`config.mk`:
```
export PLATFORM = sky130hd
export DESIGN_NAME = uart_cmd_bridge
export DESIGN_NICKNAME = d
export VERILOG_FILES = /design/src/rtl/uart_cmd_bridge.sv
export SDC_FILE = /design/constraint.sdc
export NUM_CORES = 1
export LEC_CHECK = 0
export BUFFER_PORTS_ARGS = -buffer_cell sky130_fd_sc_hd__buf_4
export CORE_ASPECT_RATIO = 0.5
export CORE_MARGIN = 2
export CORE_UTILIZATION = 30
export CTS_CLUSTER_DIAMETER = 120
export DETAILED_ROUTE_END_ITERATION = 10
export SLEW_MARGIN = 20
export SYNTH_ARGS = -nofsm -noshare
export SYNTH_HDL_FRONTEND = slang
export SYNTH_SLANG_ARGS = --single-unit
```
`constraint.sdc`:
```
create_clock -name clk_i -period 8.8 [get_ports clk_i]
set_clock_uncertainty 0.05 [all_clocks]
set_input_delay 2.2 -clock clk_i [delete_from_list [all_inputs] [get_ports clk_i]]
set_output_delay 2.2 -clock clk_i [all_outputs]
set_load 0.02 [all_outputs]
```
`src/rtl/uart_cmd_bridge.sv`:
```
// UART command bridge: parses ASCII "wFPGA,<A>,<D>\n" / "rFPGA,<A>\n" into bus strobes
// and returns read data as a decimal ASCII line (or "ERR\n" on malformed input).
module uart_cmd_bridge #(
   parameter int unsigned AddrWidth = 16,
   parameter int unsigned DataWidth = 32
) (
   input  logic                 clk_i,
   input  logic                 reset_i,
   input  logic [7:0]           rx_data_i,
   input  logic                 rx_valid_i,
   output logic [7:0]           tx_data_o,
   output logic                 tx_valid_o,
   input  logic                 tx_ready_i,
   output logic [AddrWidth-1:0] address_o,
   output logic [DataWidth-1:0] data_o,
   output logic                 we_o,
   output logic                 rd_o,
   input  logic [DataWidth-1:0] data_i,
   input  logic                 halt_i,
   output logic                 busy_o,
   output logic                 overrun_o
);

   if (DataWidth != 32) begin : gen_cfg_err
      $error("uart_cmd_bridge: DataWidth must be 32");
   end

   localparam logic [7:0] ChNl    = 8'h0a;
   localparam logic [7:0] ChCr    = 8'h0d;
   localparam logic [7:0] ChComma = 8'h2c;

   typedef enum logic [3:0] {
      StIdle, StPrefix, StArgA, StArgD, StBusWr, StBusRd,
      StRdWait, StConvert, StSend, StDiscard, StErrSend
   } state_e;

   state_e                 state_q, state_d;
   logic                   is_wr_q, is_wr_d;
   logic [2:0]             pfx_q, pfx_d;
   logic [31:0]            acc_q, acc_d;
   logic                   seen_q, seen_d;
   logic [AddrWidth-1:0]   addr_q, addr_d;
   logic [31:0]            wdata_q, wdata_d;
   logic [31:0]            rem_q, rem_d;
   logic [3:0]             pow_q, pow_d;
   logic [3:0]             digit_q, digit_d;
   logic                   lead_q, lead_d;
   logic [7:0]             rsp_buf_q [11];
   logic [7:0]             rsp_buf_d [11];
   logic [3:0]             len_q, len_d;
   logic [3:0]             tx_idx_q, tx_idx_d;
   logic                   overrun_q, overrun_d;

   logic                   is_digit;
   logic [31:0]            acc_next;
   logic [31:0]            pow_val;
   state_e                 err_target;

   function automatic logic [7:0] prefix_char(input logic [2:0] idx);
      case (idx)
         3'd0:    prefix_char = 8'h46;  // F
         3'd1:    prefix_char = 8'h50;  // P
         3'd2:    prefix_char = 8'h47;  // G
         3'd3:    prefix_char = 8'h41;  // A
         default: prefix_char = 8'h2c;  // ,
      endcase
   endfunction

   function automatic logic [31:0] pow10(input logic [3:0] idx);
      case (idx)
         4'd0:    pow10 = 32'd1000000000;
         4'd1:    pow10 = 32'd100000000;
         4'd2:    pow10 = 32'd10000000;
         4'd3:    pow10 = 32'd1000000;
         4'd4:    pow10 = 32'd100000;
         4'd5:    pow10 = 32'd10000;
         4'd6:    pow10 = 32'd1000;
         4'd7:    pow10 = 32'd100;
         4'd8:    pow10 = 32'd10;
         default: pow10 = 32'd1;
      endcase
   endfunction

   assign is_digit   = (rx_data_i >= 8'h30) && (rx_data_i <= 8'h39);
   assign acc_next   = acc_q * 32'd10 + {28'd0, rx_data_i[3:0]};
   assign pow_val    = pow10(pow_q);
   assign err_target = (rx_data_i == ChNl) ? StErrSend : StDiscard;

   always_comb begin
      state_d   = state_q;
      is_wr_d   = is_wr_q;
      pfx_d     = pfx_q;
      acc_d     = acc_q;
      seen_d    = seen_q;
      addr_d    = addr_q;
      wdata_d   = wdata_q;
      rem_d     = rem_q;
      pow_d     = pow_q;
      digit_d   = digit_q;
      lead_d    = lead_q;
      rsp_buf_d = rsp_buf_q;
      len_d     = len_q;
      tx_idx_d  = tx_idx_q;
      overrun_d = 1'b0;

      unique case (state_q)
         StIdle: begin
            if (rx_valid_i && rx_data_i != ChNl && rx_data_i != ChCr) begin
               if (rx_data_i == 8'h77 || rx_data_i == 8'h72) begin
                  is_wr_d = (rx_data_i == 8'h77);
                  pfx_d   = 3'd0;
                  acc_d   = '0;
                  seen_d  = 1'b0;
                  state_d = StPrefix;
               end else begin
                  state_d = StDiscard;
               end
            end
         end
         StPrefix: begin
            if (rx_valid_i && rx_data_i != ChCr) begin
               if (rx_data_i == prefix_char(pfx_q)) begin
                  pfx_d = pfx_q + 3'd1;
                  if (pfx_q == 3'd4) state_d = StArgA;
               end else begin
                  state_d = err_target;
               end
            end
         end
         StArgA: begin
            if (rx_valid_i && rx_data_i != ChCr) begin
               if (is_digit) begin
                  acc_d  = acc_next;
                  seen_d = 1'b1;
               end else if (seen_q && is_wr_q && rx_data_i == ChComma) begin
                  addr_d  = acc_q[AddrWidth-1:0];
                  acc_d   = '0;
                  seen_d  = 1'b0;
                  state_d = StArgD;
               end else if (seen_q && !is_wr_q && rx_data_i == ChNl) begin
                  addr_d  = acc_q[AddrWidth-1:0];
                  state_d = StBusRd;
               end else begin
                  state_d = err_target;
               end
            end
         end
         StArgD: begin
            if (rx_valid_i && rx_data_i != ChCr) begin
               if (is_digit) begin
                  acc_d  = acc_next;
                  seen_d = 1'b1;
               end else if (seen_q && rx_data_i == ChNl) begin
                  wdata_d = acc_q;
                  state_d = StBusWr;
               end else begin
                  state_d = err_target;
               end
            end
         end
         StDiscard: begin
            if (rx_valid_i && rx_data_i == ChNl) state_d = StErrSend;
         end
         StBusWr: begin
            if (!halt_i) state_d = StIdle;
         end
         StBusRd: begin
            if (!halt_i) state_d = StRdWait;
         end
         StRdWait: begin
            rem_d   = data_i;
            pow_d   = 4'd0;
            digit_d = 4'd0;
            lead_d  = 1'b0;
            len_d   = 4'd0;
            state_d = StConvert;
         end
         StConvert: begin
            // One subtraction per cycle; a failed compare closes the current digit position.
            if (rem_q >= pow_val) begin
               rem_d   = rem_q - pow_val;
               digit_d = digit_q + 4'd1;
            end else begin
               digit_d = 4'd0;
               if (digit_q != 4'd0 || lead_q || pow_q == 4'd9) begin
                  rsp_buf_d[len_q] = 8'h30 + {4'd0, digit_q};
                  len_d            = len_q + 4'd1;
                  lead_d           = 1'b1;
               end
               if (pow_q == 4'd9) begin
                  rsp_buf_d[len_q + 4'd1] = ChNl;
                  len_d                   = len_q + 4'd2;
                  state_d                 = StSend;
               end else begin
                  pow_d = pow_q + 4'd1;
               end
            end
         end
         StSend: begin
            if (tx_ready_i) begin
               if (tx_idx_q == len_q - 4'd1) state_d = StIdle;
               else tx_idx_d = tx_idx_q + 4'd1;
            end
         end
         StErrSend: begin
            if (tx_ready_i) begin
               if (tx_idx_q == 4'd3) state_d = StIdle;
               else tx_idx_d = tx_idx_q + 4'd1;
            end
         end
         default: state_d = StIdle;
      endcase

      if (state_d != StSend && state_d != StErrSend) tx_idx_d = '0;

      // Bytes arriving while the bridge is executing or responding are dropped.
      if (rx_valid_i && (state_q == StBusWr || state_q == StBusRd || state_q == StRdWait ||
                         state_q == StConvert || state_q == StSend || state_q == StErrSend)) begin
         overrun_d = 1'b1;
      end
   end

   always_comb begin
      tx_data_o = '0;
      if (state_q == StSend) begin
         tx_data_o = rsp_buf_q[tx_idx_q];
      end else if (state_q == StErrSend) begin
         case (tx_idx_q[1:0])
            2'd0:    tx_data_o = 8'h45;  // E
            2'd1:    tx_data_o = 8'h52;  // R
            2'd2:    tx_data_o = 8'h52;  // R
            default: tx_data_o = ChNl;
         endcase
      end
   end

   assign tx_valid_o = (state_q == StSend) || (state_q == StErrSend);
   assign we_o       = (state_q == StBusWr);
   assign rd_o       = (state_q == StBusRd);
   assign busy_o     = (state_q != StIdle);
   assign overrun_o  = overrun_q;
   assign address_o  = addr_q;
   assign data_o     = wdata_q;

   always_ff @(posedge clk_i) begin
      if (reset_i) begin
         state_q   <= StIdle;
         is_wr_q   <= 1'b0;
         pfx_q     <= '0;
         acc_q     <= '0;
         seen_q    <= 1'b0;
         addr_q    <= '0;
         wdata_q   <= '0;
         rem_q     <= '0;
         pow_q     <= '0;
         digit_q   <= '0;
         lead_q    <= 1'b0;
         rsp_buf_q <= '{default: '0};
         len_q     <= '0;
         tx_idx_q  <= '0;
         overrun_q <= 1'b0;
      end else begin
         state_q   <= state_d;
         is_wr_q   <= is_wr_d;
         pfx_q     <= pfx_d;
         acc_q     <= acc_d;
         seen_q    <= seen_d;
         addr_q    <= addr_d;
         wdata_q   <= wdata_d;
         rem_q     <= rem_d;
         pow_q     <= pow_d;
         digit_q   <= digit_d;
         lead_q    <= lead_d;
         rsp_buf_q <= rsp_buf_d;
         len_q     <= len_d;
         tx_idx_q  <= tx_idx_d;
         overrun_q <= overrun_d;
      end
   end

endmodule

```
==> impl_metrics.env, run 1 <==
export IMPL_status="completed"
export IMPL_leakagePower_nw=7.23
export IMPL_p_per_area_nw_per_um2=139
export IMPL_routabilityCongestion=0.902
export IMPL_slew_headroom=0.320
export IMPL_critPathMaxFanout=28
export IMPL_cp_end_kind="output port"
export IMPL_min_from="data_o[14]"
export IMPL_vias_per_cell=5.18
export IMPL_met3_usage=0.0197
export IMPL_clockBufferDepth=3
export IMPL_syn_to_final_growth_pct=15.6
export IMPL_r2r_slack_ps=4440
export IMPL_crit_arrival_ps=2900
export IMPL_cts_num_sinks=250
export IMPL_syn_area_um2=15300
export IMPL_h_tree_depth=1
export IMPL_synth_top_flop_cell="dfxtp_1"
export IMPL_postCtsHoldBufs=0
export IMPL_grt_pass1_vias=13000
export IMPL_grt_ovfl_total=0
export IMPL_cts_tree="yes"
export IMPL_pin_count=106
export IMPL_synthDistinctLibCells=86
export IMPL_final_max_slew_viol_count=0
export IMPL_r2r_end="pow_val[3]"
export IMPL_synth_top_cell_by_area="dfxtp_1"
export IMPL_drive_gt1_frac=0.115
export IMPL_via_count=13700
export IMPL_peakVddDrop_mv=0.131
export IMPL_netlist_area_leader_share=0.326
export IMPL_period_share=0.585
export IMPL_required_ps=6550
export IMPL_synth_avg_cell_area_um2=8.21
export IMPL_synth_edf_count=0
export IMPL_grt_max_degree=75
export IMPL_synth_area_top_cells="dfxtp_1, ha_1, nor2_1, nand2_1, a21oi_1"
export IMPL_cts_resized_gates=0
export IMPL_syn_nets=2033
export IMPL_tns_ps=0
export IMPL_wl_um=43500
export IMPL_finalSetupViolCount=0
export IMPL_period_minus_slack_ps=5150
export IMPL_rsz0062_at_grt="no"
export IMPL_root_buffer="clkbuf_16"
export IMPL_worstSetupStartpointType="register"
export IMPL_yosys_warnings=0
export IMPL_hpwl_um=31900
export IMPL_r2r_start="rem_q[0]"
export IMPL_dieArea_um2=53100
export IMPL_ys_seq_elements=250
export IMPL_dieWidth_um=324
export IMPL_grt_pass1_wl_um=69600
export IMPL_critPathKind="register to output port"
export IMPL_synthCells=1868
export IMPL_met2_usage=0.274
export IMPL_worstHoldPathCells=2
export IMPL_hp_class="register to register"
export IMPL_antenna_found_initial=0
export IMPL_fmax_mhz=194
export IMPL_nFillCells=5271
export IMPL_dr_pass1_iters=5
export IMPL_busiest_layer="met2"
export IMPL_startpoint="tx_idx_q[0]"
export IMPL_n_antenna_cell=0
export IMPL_hold_viol_final=0
export IMPL_worstMarginPinSlew_ps=1020
export IMPL_port_buffers=105
export IMPL_wl_per_cell_um=16.5
export IMPL_die_height_um=164
export IMPL_synth_commonest_cells="dfxtp_1, nor2_1, nand2_1"
export IMPL_cap_viol_max_count=0
export IMPL_cts_clk_slew_worst_paths_ps=60
export IMPL_post_cts_buffers=0
export IMPL_hold_path_end="data_o[14]"
export IMPL_clk_latency_ps=560
export IMPL_num_rows=58
export IMPL_ant_nets=0
export IMPL_yosysMostFrequentCell="dfxtp_1"
export IMPL_place_ws_ps=3650
export IMPL_postSynth_asyncResetShare=0
export IMPL_r2r_cells=16
export IMPL_setup_ws_ps=3650
export IMPL_cts_made_buffers=28
export IMPL_core_area_um2=50400
export IMPL_seq_area_frac_synth=0.326
export IMPL_drt_iter0_drc=870
export IMPL_whs_ps=406
export IMPL_nNetsFinal=2094
export IMPL_grt_use_total=0.160
export IMPL_met1_usage=0.211
export IMPL_drc_errors=0
export IMPL_initial_core_util=0.305
==> final cells by class <==
cell class | count | area, um^2 | area share
flip-flops and latches | 250 | 5000 | 0.282
repair buffers | 122 | 920 | 0.0518
inverters | 76 | 285 | 0.0161
well taps | 690 | 863 | 0.0487
multi-input cells | 1451 | 9700 | 0.547
clock inverters | 10 | 116 | 0.00656
clock buffers | 40 | 847 | 0.0478
==> per-layer routing <==
metal / share of wire / up-vias
met5: 0 / -
met4: 0.030 / 0
met3: 0.036 / 78
met2: 0.47 / 263
met1: 0.46 / 6492
li1: - / 6840
==> power breakdown <==
part / internal (mW) / switching (mW) / total, mW
Sequential: 1.13 / 0.00405 / 1.14
Combinational: 0.0365 / 0.0695 / 0.106
Clock: 0.726 / 0.501 / 1.23
==> cells by family after synthesis <==
family | count (synthesis) | share of synthesized area
simple gates | 690 | 0.211
fa+ha+maj | 120 | 0.0993
compound gates | 494 | 0.219
xor+xnor | 91 | 0.0520
mux | 56 | 0.0496
flops | 250 | 0.326
buf+inv | 167 | 0.0428
==> placed cells by master (no fill, tap or decap), drive strengths merged, types with 9 or more instances in the layout <==
| cell type | n |
|---|---|
| xor2 | 37 |
| clkbuf | 40 |
| and3 | 20 |
| and2 | 36 |
| or3 | 11 |
| nand2b | 11 |
| o21ai | 50 |
| nand3 | 37 |
| mux2i | 40 |
| a22oi | 46 |
| a22o | 15 |
| o21a | 41 |
| o22ai | 22 |
| nor2 | 249 |
| a21oi | 138 |
| inv | 74 |
| nor3 | 46 |
| nor2b | 15 |
| dfxtp | 250 |
| buf | 122 |
| a211oi | 43 |
| ha | 117 |
| xnor2 | 54 |
| a311oi | 11 |
| a2111oi | 9 |
| mux4 | 16 |
| a31oi | 17 |
| a21o | 23 |
| o211ai | 12 |
| nand4 | 11 |
| nand2 | 200 |
| o31ai | 9 |
| nor4 | 9 |
==> flip-flops by register name, indices dropped and copies added, names as in the netlist <==
signal,count
pow_q,4
state_q,4
data_o,32
lead_q,1
is_wr_q,1
digit_q,4
pow_val,23
overrun_o,1
rem_q,32
pfx_q,3
rsp_buf_q,88
tx_idx_q,4
seen_q,1
address_o,16
len_q,4
acc_q,32
==> critical path, stage by stage (launching register included) <==
cell	delay, ps
dfxtp_1	310
buf_4	410
inv_1	270
nor2_1	450
a21oi_1	180
o22ai_1	170
nor2_1	60
a211oi_1	280
buf_4	210
==> worst max-delay path by stage <==
| stage | slack [ps] | cells after the start | end |
|---|---|---|---|
| after floorplan | 4120 | 11 | acc_q[31] |
| after global placement | 3680 | 12 | acc_q[27] |
| after detailed placement | 3650 | 12 | acc_q[30] |
| after CTS | 3570 | 8 | tx_data_o[1] |
| after global routing | 3320 | 8 | tx_data_o[1] |
| final | 3650 | 8 | tx_data_o[1] |
==> through the flow <==
| stage | std cells | instance area (um^2) | total power, mW | utilization |
|---|---|---|---|---|
| floorplan | 1868 | 15300 | 1.22 | - |
| global placement | 2589 | 16800 | 1.27 | 0.333 |
| detailed placement | 2589 | 16800 | 1.27 | 0.333 |
| CTS | 2639 | 17700 | 2.49 | 0.352 |
| global route | 2639 | 17700 | 2.55 | 0.352 |
| finish | 2639 | 17700 | 2.47 | 0.352 |
Note: power is estimated with default switching activity, not from simulation.
==> inputs of run 2 (changes only) <==
- clock period: 8.8 -> 4.5 ns (I/O delays scaled with it)
==> impl_metrics.env, run 2 (synthesis gave the netlist of run 1 again) <==
export IMPL_status="completed"
export IMPL_routabilityCongestion=0.902
export IMPL_worstMarginPinSlew_ps=853
export IMPL_syn_to_final_growth_pct=15.9
export IMPL_die_height_um=164
export IMPL_peakVddDrop_mv=0.217
export IMPL_nNetsFinal=2106
export IMPL_grt_ovfl_total=0
export IMPL_leakagePower_nw=7.27
export IMPL_dr_pass1_iters=5
export IMPL_cts_resized_gates=0
export IMPL_num_rows=58
export IMPL_period_share=0.923
export IMPL_vias_per_cell=5.16
export IMPL_cp_end_kind="output port"
export IMPL_cap_viol_max_count=0
export IMPL_worstSetupStartpointType="register"
export IMPL_hold_viol_final=0
export IMPL_path_buf_inv=2
export IMPL_drc_errors=0
export IMPL_place_ws_ps=406
export IMPL_port_buffers=105
export IMPL_clk_latency_ps=560
export IMPL_n_antenna_cell=0
export IMPL_ant_nets=0
export IMPL_critPathKind="register to output port"
export IMPL_critPathSlowestCell="dfxtp_1"
export IMPL_grt_use_total=0.162
export IMPL_postCtsHoldBufs=0
export IMPL_drt_iter0_drc=936
export IMPL_final_util=0.353
export IMPL_cts_made_buffers=26
export IMPL_largest_register_ffs=88
export IMPL_h_tree_depth=1
export IMPL_wl_um=43500
export IMPL_tns_ps=0
export IMPL_grt_pass1_vias=13400
export IMPL_pin_count=106
export IMPL_wl_per_cell_um=16.4
export IMPL_max_stage_delay_ps=750
export IMPL_rsz0062_at_grt="no"
export IMPL_grt_max_degree=83
export IMPL_drive_gt1_frac=0.120
export IMPL_initial_core_util=0.305
export IMPL_dieWidth_um=324
export IMPL_p_per_area_nw_per_um2=266
export IMPL_antenna_found_initial=0
export IMPL_dieArea_um2=53100
export IMPL_core_area_um2=50400
export IMPL_grt_pass1_wl_um=70300
export IMPL_critPathMaxFanout=11
export IMPL_layout_commonest_cell="dfxtp_1"
export IMPL_post_cts_buffers=0
export IMPL_cts_tree="yes"
export IMPL_final_cell_mix="dfxtp_1, nor2_1, nand2_1, a21oi_1, buf_4"
export IMPL_largest_register="rsp_buf_q"
export IMPL_fmax_mhz=241
export IMPL_cts_clk_slew_worst_paths_ps=70
export IMPL_final_max_slew_viol_count=0
export IMPL_hpwl_um=32600
export IMPL_root_buffer="clkbuf_16"
export IMPL_cts_num_sinks=250
export IMPL_whs_ps=404
export IMPL_hp_class="register to register"
export IMPL_setup_ws_ps=346
export IMPL_period_minus_slack_ps=4150
export IMPL_via_count=13700
export IMPL_placed_area_um2=16900
export IMPL_required_ps=3320
export IMPL_fin_area_um2=17800
export IMPL_nFillCells=5268
export IMPL_clockBufferDepth=3
export IMPL_crit_arrival_ps=2980
export IMPL_cpMostUsedCell="nor2_1"
export IMPL_finalSetupViolCount=0
export IMPL_path_cells="inv_1 > nor2_1 > a21oi_1 > o22ai_1 > nor2_1 > a211oi_1 > buf_4"
export IMPL_slew_headroom=0.430
export IMPL_crit_family="flip-flops"
-- run 2: cell types whose count changed in the layout (fill, tap and decap cells not counted), sizes merged --
cell / delta
clkinvlp: -1
clkbuf: -5
buf: +14
inv: +1
bufinv: +1
clkinv: +1
-- run 2: worst paths after layout --
| check | from | to | slack [ps] | cells after the start |
|---|---|---|---|---|
| worst max-delay path | tx_idx_q[0] | tx_data_o[1] | 350 | 7 |
| worst min-delay path | data_o[13] | data_o[13] | 400 | 2 |
| worst max register to register | rem_q[0] | pow_val[16] | 500 | 15 |
| worst min register to register | data_o[13] | data_o[13] | 400 | 2 |
-- run 2: per-layer routing --
| metal | track usage | vias to the layer above | part of all wire |
|---|---|---|---|
| li1 | - | 6842 | - |
| met1 | 0.210 | 6496 | 0.46 |
| met2 | 0.279 | 270 | 0.47 |
| met3 | 0.0191 | 72 | 0.034 |
| met4 | 0.0541 | 0 | 0.032 |
| met5 | 0 | - | 0 |
-- run 2: power breakdown --
group / total, mW / internal [mW] / switching [mW]
clock: 2.30 / 1.34 / 0.962
combinational: 0.208 / 0.0736 / 0.134
sequential: 2.23 / 2.22 / 0.0120
total: 4.74 / 3.63 / 1.11
-- run 2: final cells by class --
cell class,count,area (um^2),share of cell area
Multi-Input combinational cell,1451,9700,0.545
Sequential cell,250,5000,0.281
Timing Repair Buffer,136,1020,0.0576
Tap cell,690,863,0.0486
Clock buffer,35,744,0.0419
Inverter,76,285,0.0160
Clock inverter,12,159,0.00894
-- run 2: tightest hold or removal path: stages, from the launching register on --
cell and delay (ps):
dfxtp_1 310, nand2_1 50, a21oi_1 50
-- run 2: through the flow --
step,total power [mW],cells
after global routing,4.90,2650
after global placement,2.49,2603
final,4.74,2650
after detailed placement,2.49,2603
after CTS,4.79,2650
after floorplan,2.39,1868
